<file path="config.mk">
export PLATFORM = sky130hd
export DESIGN_NAME = fetch_stage
export DESIGN_NICKNAME = d
export VERILOG_FILES = /design/src/rtl/rv_pipe_pkg.sv /design/src/rtl/fetch_fifo.sv /design/src/rtl/fetch_stage.sv
export SDC_FILE = /design/constraint.sdc
export NUM_CORES = 1
export LEC_CHECK = 0
export CAP_MARGIN = 10
export CORE_ASPECT_RATIO = 0.75
export CORE_MARGIN = 8
export CORE_UTILIZATION = 50
export DETAILED_ROUTE_END_ITERATION = 7
export GPL_ROUTABILITY_DRIVEN = 0
export PLACE_DENSITY = 0.8
export SYNTH_ARGS = -nofsm -noshare
export SYNTH_HDL_FRONTEND = slang
export SYNTH_SLANG_ARGS = --single-unit
</file>
<file path="constraint.sdc">
create_clock -name clock -period 9 [get_ports clock]
set_clock_uncertainty 0.2 [all_clocks]
set_input_delay 1.8 -clock clock [delete_from_list [all_inputs] [get_ports clock]]
set_output_delay 1.8 -clock clock [all_outputs]
set_load 0.02 [all_outputs]
</file>
<file path="src/rtl/rv_pipe_pkg.sv">
// Shared pipeline types and constants for the RV front end.
package rv_pipe_pkg;

  localparam int unsigned XLEN             = 32;
  localparam int unsigned ILEN             = 32;
  localparam int unsigned FETCH_FIFO_DEPTH = 2;

  localparam logic [XLEN-1:0] RESET_PC  = 32'h0000_0000;
  localparam logic [ILEN-1:0] NOP_INSTR = 32'h0000_0013;

  typedef struct packed {
    logic [XLEN-1:0] pc;
    logic [ILEN-1:0] instr;
  } fetch_entry_t;

endpackage

</file>
<file path="src/rtl/fetch_fifo.sv">
// Small synchronous FIFO of fetched (pc, instr) pairs with synchronous clear.
module fetch_fifo
  import rv_pipe_pkg::*;
#(
  parameter int unsigned DEPTH = 2,
  localparam int unsigned AW = (DEPTH > 1) ? $clog2(DEPTH) : 1,
  localparam int unsigned CW = AW + 1
) (
  input  logic          clock,
  input  logic          reset_n,
  input  logic          clear,
  input  logic          push,
  input  logic          pop,
  input  fetch_entry_t  push_data,
  output fetch_entry_t  head_c,
  output logic [CW-1:0] count
);

  fetch_entry_t    mem [DEPTH];
  logic [AW-1:0]   rd_ptr;
  logic [AW-1:0]   wr_ptr;

  always_ff @(posedge clock or negedge reset_n) begin
    if (!reset_n) begin
      rd_ptr <= '0;
      wr_ptr <= '0;
      count  <= '0;
    end else if (clear) begin
      rd_ptr <= '0;
      wr_ptr <= '0;
      count  <= '0;
    end else begin
      if (push) wr_ptr <= wr_ptr + AW'(1);
      if (pop)  rd_ptr <= rd_ptr + AW'(1);
      count <= count + CW'(push) - CW'(pop);
    end
  end

  // Storage needs no reset; count gates every read.
  always_ff @(posedge clock) begin
    if (push && !clear) mem[wr_ptr] <= push_data;
  end

  assign head_c = mem[rd_ptr];

endmodule

</file>
<file path="src/rtl/fetch_stage.sv">
// IF stage and IF/ID register: in-order imem fetch, response buffering, stall/flush.
// Optional FETCH_PERF_EN adds saturating stall/flush/drop performance counters.
module fetch_stage
  import rv_pipe_pkg::*;
#(
  parameter int unsigned FIFO_DEPTH = FETCH_FIFO_DEPTH
) (
  input  logic            clock,
  input  logic            reset_n,
  input  logic            stall_IFID,
  input  logic            flush,
  input  logic [XLEN-1:0] redirect_pc,
  output logic            imem_req_valid,
  input  logic            imem_req_ready,
  output logic [XLEN-1:0] imem_req_addr,
  input  logic            imem_rsp_valid,
  input  logic [ILEN-1:0] imem_rsp_data,
`ifdef FETCH_PERF_EN
  output logic [31:0]     perf_stall_cycles,
  output logic [31:0]     perf_flush_count,
  output logic [31:0]     perf_drop_count,
`endif
  output logic [ILEN-1:0] instr_ID,
  output logic [XLEN-1:0] pc_ID,
  output logic            valid_ID
);

  localparam int unsigned AW = (FIFO_DEPTH > 1) ? $clog2(FIFO_DEPTH) : 1;
  localparam int unsigned CW = AW + 1;
  localparam int unsigned SW = CW + 1;

  logic [XLEN-1:0] pc_f;
  logic [CW-1:0]   outstanding;
  logic [CW-1:0]   drop_cnt;
  logic [CW-1:0]   fifo_count;
  logic [XLEN-1:0] pcq [FIFO_DEPTH];
  logic [AW-1:0]   pcq_wr;
  logic [AW-1:0]   pcq_rd;

  logic            req_fire_c;
  logic            rsp_drop_c;
  logic            rsp_live_c;
  logic            fifo_push_c;
  logic            fifo_pop_c;
  logic            id_load_c;
  logic [SW-1:0]   occupancy_c;
  fetch_entry_t    fifo_head_c;
  fetch_entry_t    rsp_entry_c;
  fetch_entry_t    id_next_c;

  // Issue gate: in-flight plus buffered work must fit in the FIFO.
  assign occupancy_c    = SW'(outstanding) + SW'(fifo_count);
  assign imem_req_valid = reset_n && !flush && (occupancy_c < SW'(FIFO_DEPTH));
  assign imem_req_addr  = pc_f;
  assign req_fire_c     = imem_req_valid && imem_req_ready;

  assign rsp_drop_c  = imem_rsp_valid && (flush || (drop_cnt != '0));
  assign rsp_live_c  = imem_rsp_valid && !rsp_drop_c;
  assign rsp_entry_c = '{pc: pcq[pcq_rd], instr: imem_rsp_data};

  // IF/ID steering: flush > stall > FIFO head > bypass > bubble.
  always_comb begin
    fifo_push_c = 1'b0;
    fifo_pop_c  = 1'b0;
    id_load_c   = 1'b0;
    id_next_c   = '{pc: pc_ID, instr: NOP_INSTR};
    if (flush) begin
      id_load_c = 1'b0;
    end else if (stall_IFID) begin
      fifo_push_c = rsp_live_c;
    end else if (fifo_count != '0) begin
      fifo_pop_c  = 1'b1;
      fifo_push_c = rsp_live_c;
      id_load_c   = 1'b1;
      id_next_c   = fifo_head_c;
    end else if (rsp_live_c) begin
      id_load_c = 1'b1;
      id_next_c = rsp_entry_c;
    end
  end

  fetch_fifo #(.DEPTH(FIFO_DEPTH)) u_fifo (
    .clock     (clock),
    .reset_n   (reset_n),
    .clear     (flush),
    .push      (fifo_push_c),
    .pop       (fifo_pop_c),
    .push_data (rsp_entry_c),
    .head_c    (fifo_head_c),
    .count     (fifo_count)
  );

  always_ff @(posedge clock or negedge reset_n) begin
    if (!reset_n) begin
      instr_ID <= NOP_INSTR;
      pc_ID    <= '0;
      valid_ID <= 1'b0;
    end else if (flush || !stall_IFID) begin
      instr_ID <= id_next_c.instr;
      pc_ID    <= id_next_c.pc;
      valid_ID <= id_load_c;
    end
  end

  // PC, in-flight bookkeeping; the PC queue pops on every response, dropped or not.
  always_ff @(posedge clock or negedge reset_n) begin
    if (!reset_n) begin
      pc_f        <= RESET_PC;
      outstanding <= '0;
      drop_cnt    <= '0;
      pcq_wr      <= '0;
      pcq_rd      <= '0;
    end else begin
      if (flush)           pc_f <= redirect_pc & ~XLEN'(3);
      else if (req_fire_c) pc_f <= pc_f + XLEN'(4);
      outstanding <= outstanding + CW'(req_fire_c) - CW'(imem_rsp_valid);
      if (flush)           drop_cnt <= outstanding - CW'(imem_rsp_valid);
      else if (rsp_drop_c) drop_cnt <= drop_cnt - CW'(1);
      if (req_fire_c)      pcq_wr <= pcq_wr + AW'(1);
      if (imem_rsp_valid)  pcq_rd <= pcq_rd + AW'(1);
    end
  end

  always_ff @(posedge clock) begin
    if (req_fire_c) pcq[pcq_wr] <= pc_f;
  end

`ifdef FETCH_PERF_EN
  always_ff @(posedge clock or negedge reset_n) begin
    if (!reset_n) begin
      perf_stall_cycles <= '0;
      perf_flush_count  <= '0;
      perf_drop_count   <= '0;
    end else begin
      if (stall_IFID && !flush && (perf_stall_cycles != '1))
        perf_stall_cycles <= perf_stall_cycles + 32'd1;
      if (flush && (perf_flush_count != '1))
        perf_flush_count <= perf_flush_count + 32'd1;
      if (rsp_drop_c && (perf_drop_count != '1))
        perf_drop_count <= perf_drop_count + 32'd1;
    end
  end
`endif

endmodule

</file>
---- Word-level counts from Yosys, hierarchy flattened ----
Memories as Yosys holds them, arrays and structs flattened.
Index checks and enable logic that the tools add are counted.
storage, ports and cells
  register bits ........................... 107
  RAM bits ................................ 192
  input bits .............................. 70
  output and inout bits ................... 98
  memories ................................ 2
cells by class
  add/sub/neg operators ................... 12
  $lt $le $gt $ge ......................... 1
  muxes and demuxes ....................... 27
  bitwise gates (word level) .............. 2
  reductions and logical operators ........ 19
memory list
  memory      words  bits a word  read ports  clocked after Yosys merged registers in  write ports  line               RTL
  u_fifo.mem  2      64           1           0                                        1            fetch_fifo.sv:19   fetch_entry_t mem [DEPTH];
  pcq         2      32           1           0                                        1            fetch_stage.sv:36  logic [XLEN-1:0] pcq [FIFO_DEPTH];
operators with widths
  operator                                                               count
  32-bit 2-to-1 mux                                                      4
  64-bit 2-to-1 mux                                                      2
  32-bit by 3-bit adder with 32-bit output (second input constant)       1
  1-bit 2-to-1 mux                                                       18
  2-bit nonzero test                                                     7
  1-bit logical AND                                                      6
  2-bit 2-to-1 mux                                                       3
  2-bit by 1-bit subtractor with 2-bit output                            3
  1-bit adder (second input constant)                                    4
  2-bit by 1-bit adder with 2-bit output                                 2
  4-bit AND reduction                                                    1
  2-bit by 2-bit adder with 3-bit output                                 1
  1-bit zero test                                                        3
  3-bit by 2-bit < comparator with 1-bit output (second input constant)  1
  1-bit logical OR                                                       2
  1-bit inverter                                                         2
  2-bit by 1-bit subtractor with 2-bit output (second input constant)    1

---- Depth between registers and ports, before layout ----
  depth in word-level cells ............... 11
  mapped depth ............................ 12
  gate-level depth less buffers ........... 11

---- Modules after synthesis ----
Synthesis repeated with hierarchy kept, for this count alone.
second synthesis, totals
  cell total of the unflattened synthesis .. 850
  area, all modules ....................... 12264.3 µm²
modules (own cells, without submodules)
  module       times used  cells each  area each (µm²)  sequential area each (µm²)
  fetch_stage  1           634         7233.2           4332.9
  fetch_fifo   1           216         5031.1           3943.8

---- Worst setup path after synthesis ----
Ideal clock, no wire load.
  path kind ............................... input to register
  from .................................... input port flush
  to ...................................... memory u_fifo.mem[0][0] (netlist bit), enable pin
  library setup time ...................... 0.635 ns
  arrival ................................. 8.156 ns
  required time ........................... 8.165 ns
  path slack .............................. 0.009 ns
  stages .................................. 3
  path through ............................ clkbuf_1 -> clkbuf_1 -> nor4_1
between the ends
  cells in the longest elaborated chain, start to end .. 10
RTL lines
  what                                        line               RTL
  start, declared                             fetch_stage.sv:11  input logic flush,
  1-bit logical OR                            fetch_stage.sv:57  assign rsp_drop_c = imem_rsp_valid && (flush || (drop_cnt != '0));
  1-bit logical AND                           fetch_stage.sv:57
  1-bit zero test                             fetch_stage.sv:58  assign rsp_live_c = imem_rsp_valid && !rsp_drop_c;
  1-bit logical AND                           fetch_stage.sv:58
  1-bit 2-to-1 mux                            fetch_stage.sv:71  end else if (fifo_count != '0) begin
  1-bit 2-to-1 mux                            fetch_stage.sv:69  end else if (stall_IFID) begin
  1-bit 2-to-1 mux                            fetch_stage.sv:67  if (flush) begin
  1-bit logical AND (*)                       fetch_fifo.sv:41   if (push && !clear) mem[wr_ptr] <= push_data;
  1-bit 2-to-1 mux (*)                        fetch_fifo.sv:41
  1-bit 2-to-1 mux (implied by the code) (*)  fetch_fifo.sv:41
  end, declared                               fetch_fifo.sv:19
Mark *: on every way between the ends. The rest lies on a longest branch, timed or not.

---- Worst setup path after layout ----
  from .................................... input port flush
  to ...................................... output port imem_req_valid
between the ends
  cells in the longest elaborated chain, start to end .. 3
RTL lines
  what                            line               RTL
  1-bit zero test                 fetch_stage.sv:53  assign imem_req_valid = reset_n && !flush && (occupancy_c < SW'(FIFO_DEPTH));
  1-bit logical AND (2 in a row)  fetch_stage.sv:53
  end, declared                   fetch_stage.sv:13  output logic imem_req_valid,
Every way passes these cells.

==> metrics <==
status completed; CP Max Fanout 13; Setup Slack @ Placement 3.535 ns; CP peak stage delay 0.76 ns; mapped cell area 11,690 µm²; Yosys top cell by area edfxtp_1; Slowest-stage cell, CP clkdlybuf4s50_1; Starting Density 0.5081; Yosys top cell area share 0.4728; CP top delay family buffers and inverters; met2 usage 0.3264; share of layout cells above drive strength 1 0.1100; CTS-repair resized insts 0; Rows 48; M3 GR Usage 0.04282; Final Total Pwr 3.714 mW; Setup Crit Path Kind in -> out; Crit. End Element output port; post-synthesis sequential area ratio 0.6958; GRT Resource Usage Total 0.1988; sinks on the clock net 288; Routed Antenna Nets 0; Clock power frac 0.305; Syn Area/Cell 14.45 µm²; Post-Synthesis Cells 809; First-pass DRT Iterations 7; vias 7,603; R2R setup slack around 5.2 ns; PnR worst setup slack 3.472 ns; Most used DFF post-synth edfxtp_1; CP bufs+invs 2; count leader, synth edfxtp_1; Pwr per Cell Area 256.0 nW/µm²; H-tree levels 1; max-slew violations 0; worst hold path type reg -> reg; Tcrit/Tclk final 0.6142; DRC viols 0; vias in the first global route 7,998; remaining global-route overflow 0; largest family of logic cells by synthesized area compound AO/OA/AOI/OAI gates; Synth Area in XOR/XNOR 0.01649; Net Sw Power 1.063 mW; antenna cells 0; complex-gate fraction of the synthesized area 0.09679; CTS tree built; Tmin final 5.528 ns; Synth area leaders edfxtp_1 (47%), dfrtp_1 (22%), mux2i_1 (5.2%), mux2_2 (3.1%), a222oi_1 (2.5%); sequential power share 0.473; area grow syn2layout 24.18%; Sw Share 0.2862; largest net degree at the start of global routing 64; Port Buf Inserts 163; busiest layer in global routing met2; Async SR Flop Fraction 0.3611; Total Wirelength 28.40 mm; Root Buffer clkbuf_16; unrepaired setup endpoints after global routing false; simple-gate area share of the yosys netlist 0.06595; mux contribution to synthesized area 0.08308; synth warn 0; DIE AREA 28,570 µm²; Via-to-Cell Ratio 5.931; Setup TNS 0 ns; Initial DRC Count 591; IO Count ~170; # nets final ~1,000; Pint 2.651 mW; CTS Buffer Depth 3; total CTS buffers 28; Worst setup SP type input pin; clock transition at the registers of the reported paths approximately 0.06 ns; flops & latches, synth 288; DP HPWL ~17 mm; Post-synth EDFFs roughly 180; Synth Area in Adders 0.009208; met1 usage 0.2652; post-synth cell types 45; Max Cap Viol 0; Hold-fix buffers, CTS 0; Max-slew headroom 0.2608; Comb power frac 0.222; Die W 192.5 µm; CP required 7.00 ns; Hold Fails Final Rpt 0; Max Fclk 180.9 MHz; die height 148.4 µm; maximum VDD drop roughly 0.14 mV; Cell Chain, Critical Path buf_2 > nor4b_1 > clkdlybuf4s50_1; WL per Instance between 20 and 25 µm; clock latency on the worst-skew pair 0.52 ns; Core Area 23,000 µm²; Tightest Pin Transition 1.109 ns; final setup fails 0; Leak roughly 5.2 nW; arrival time at the worst endpoint between 3 and 4 ns; postcts setup bufs 0; top cells by count, synth edfxtp_1 (184), dfrtp_1 (101), mux2i_1 (61); global-route wire length before repair roughly 45 mm; initial antenna violation count 0
[final cells by class]
| class | instances | area [µm²] |
|---|---|---|
| inverters | 41 | 153.9 |
| well taps | 300 | 375.4 |
| fillers | 1704 | 8491 |
| repair buffers | 176 | 1717 |
| flip-flops and latches | 288 | 8137 |
| multi-input cells | 425 | 3221 |
| clock inverters | 8 | 46.29 |
| clock buffers | 44 | 862.1 |
[worst paths after layout]
check,startpoint,to,cells past startpoint
worst max-delay path,flush,imem_req_valid,3
worst min-delay path,pc_ID[30],pc_ID[30],1
worst max register to register,u_fifo.count[0],imem_req_addr[26],7
worst min register to register,pc_ID[30],pc_ID[30],1
max in group asynchronous,reset_n,pcq_rd,3
min in group asynchronous,reset_n,pc_ID[21],2
[metal layers]
metal	share of wire	vias to the layer above	wire length [µm]
met5	0	-	0
met4	0.020	0	566
met3	0.080	37	2264
met2	0.48	291	13500
met1	0.42	3873	12070
li1	-	3402	-
[flip-flops by register name, indices dropped and copies added, names as in the netlist]
signal,flops
pcq_wr,1
drop_cnt,2
valid_ID,1
u_fifo.count,2
imem_req_addr,30
outstanding,2
pcq_rd,1
instr_ID,32
u_fifo.wr_ptr,1
u_fifo.rd_ptr,1
pcq,60
pc_ID,31
u_fifo.mem,124
[logic make-up after synthesis]
logic type	Yosys count
AND/OR/NAND/NOR	154
other	1
flip-flops	288
multiplexers	93
AO/OA/AOI/OAI	146
XOR/XNOR	22
buffers and inverters	97
adder cells (fa/ha/maj)	8
[metrics by stage]
step	instances	hold slack (ns)	cell area, µm²	utilization
floorplan	810	0.2608	11690	-
global placement	1230	0.2727	13600	0.5914
detailed placement	1230	0.2788	13600	0.5914
CTS	1282	0.2922	14510	0.6309
global route	1282	0.3067	14510	0.6309
finish	1282	0.2867	14510	0.6309
[power groups by stage]
stage / sequential [mW] / clock [mW] / combinational, mW
2_1_floorplan: 1.82 / 0 / 0.398
3_3_place_gp: 1.77 / 0 / 0.808
3_5_place_dp: 1.78 / 0 / 0.830
4_1_cts: 1.76 / 1.16 / 0.835
5_1_grt: 1.78 / 1.21 / 0.891
6_report: 1.76 / 1.13 / 0.826
[layout by cell type, fill, tap and decap left out, types with 2 or more instances in the layout]
master / count
or4_1: 12
dfstp_2: 3
nor2b_1: 4
mux2_2: 32
o221ai_1: 30
o21a_1: 30
nand3_1: 10
and3_1: 2
nor2_2: 2
xnor2_1: 15
nor4b_1: 2
nor4_1: 3
o22ai_1: 3
nor2_1: 51
clkinv_2: 6
nor3_1: 7
o31ai_1: 10
inv_1: 40
ha_1: 7
or3_1: 10
nand4_1: 10
a31oi_1: 15
and4_1: 3
xor2_1: 7
a222oi_1: 29
clkbuf_8: 8
mux2i_1: 61
nand2_1: 31
conb_1: 2
o211ai_1: 3
buf_4: 14
dfrtp_1: 99
clkbuf_1: 7
buf_2: 2
clkbuf_16: 29
clkdlybuf4s50_1: 160
o21ai_0: 21
edfxtp_1: 184
Power figures use the tool's default switching activity.
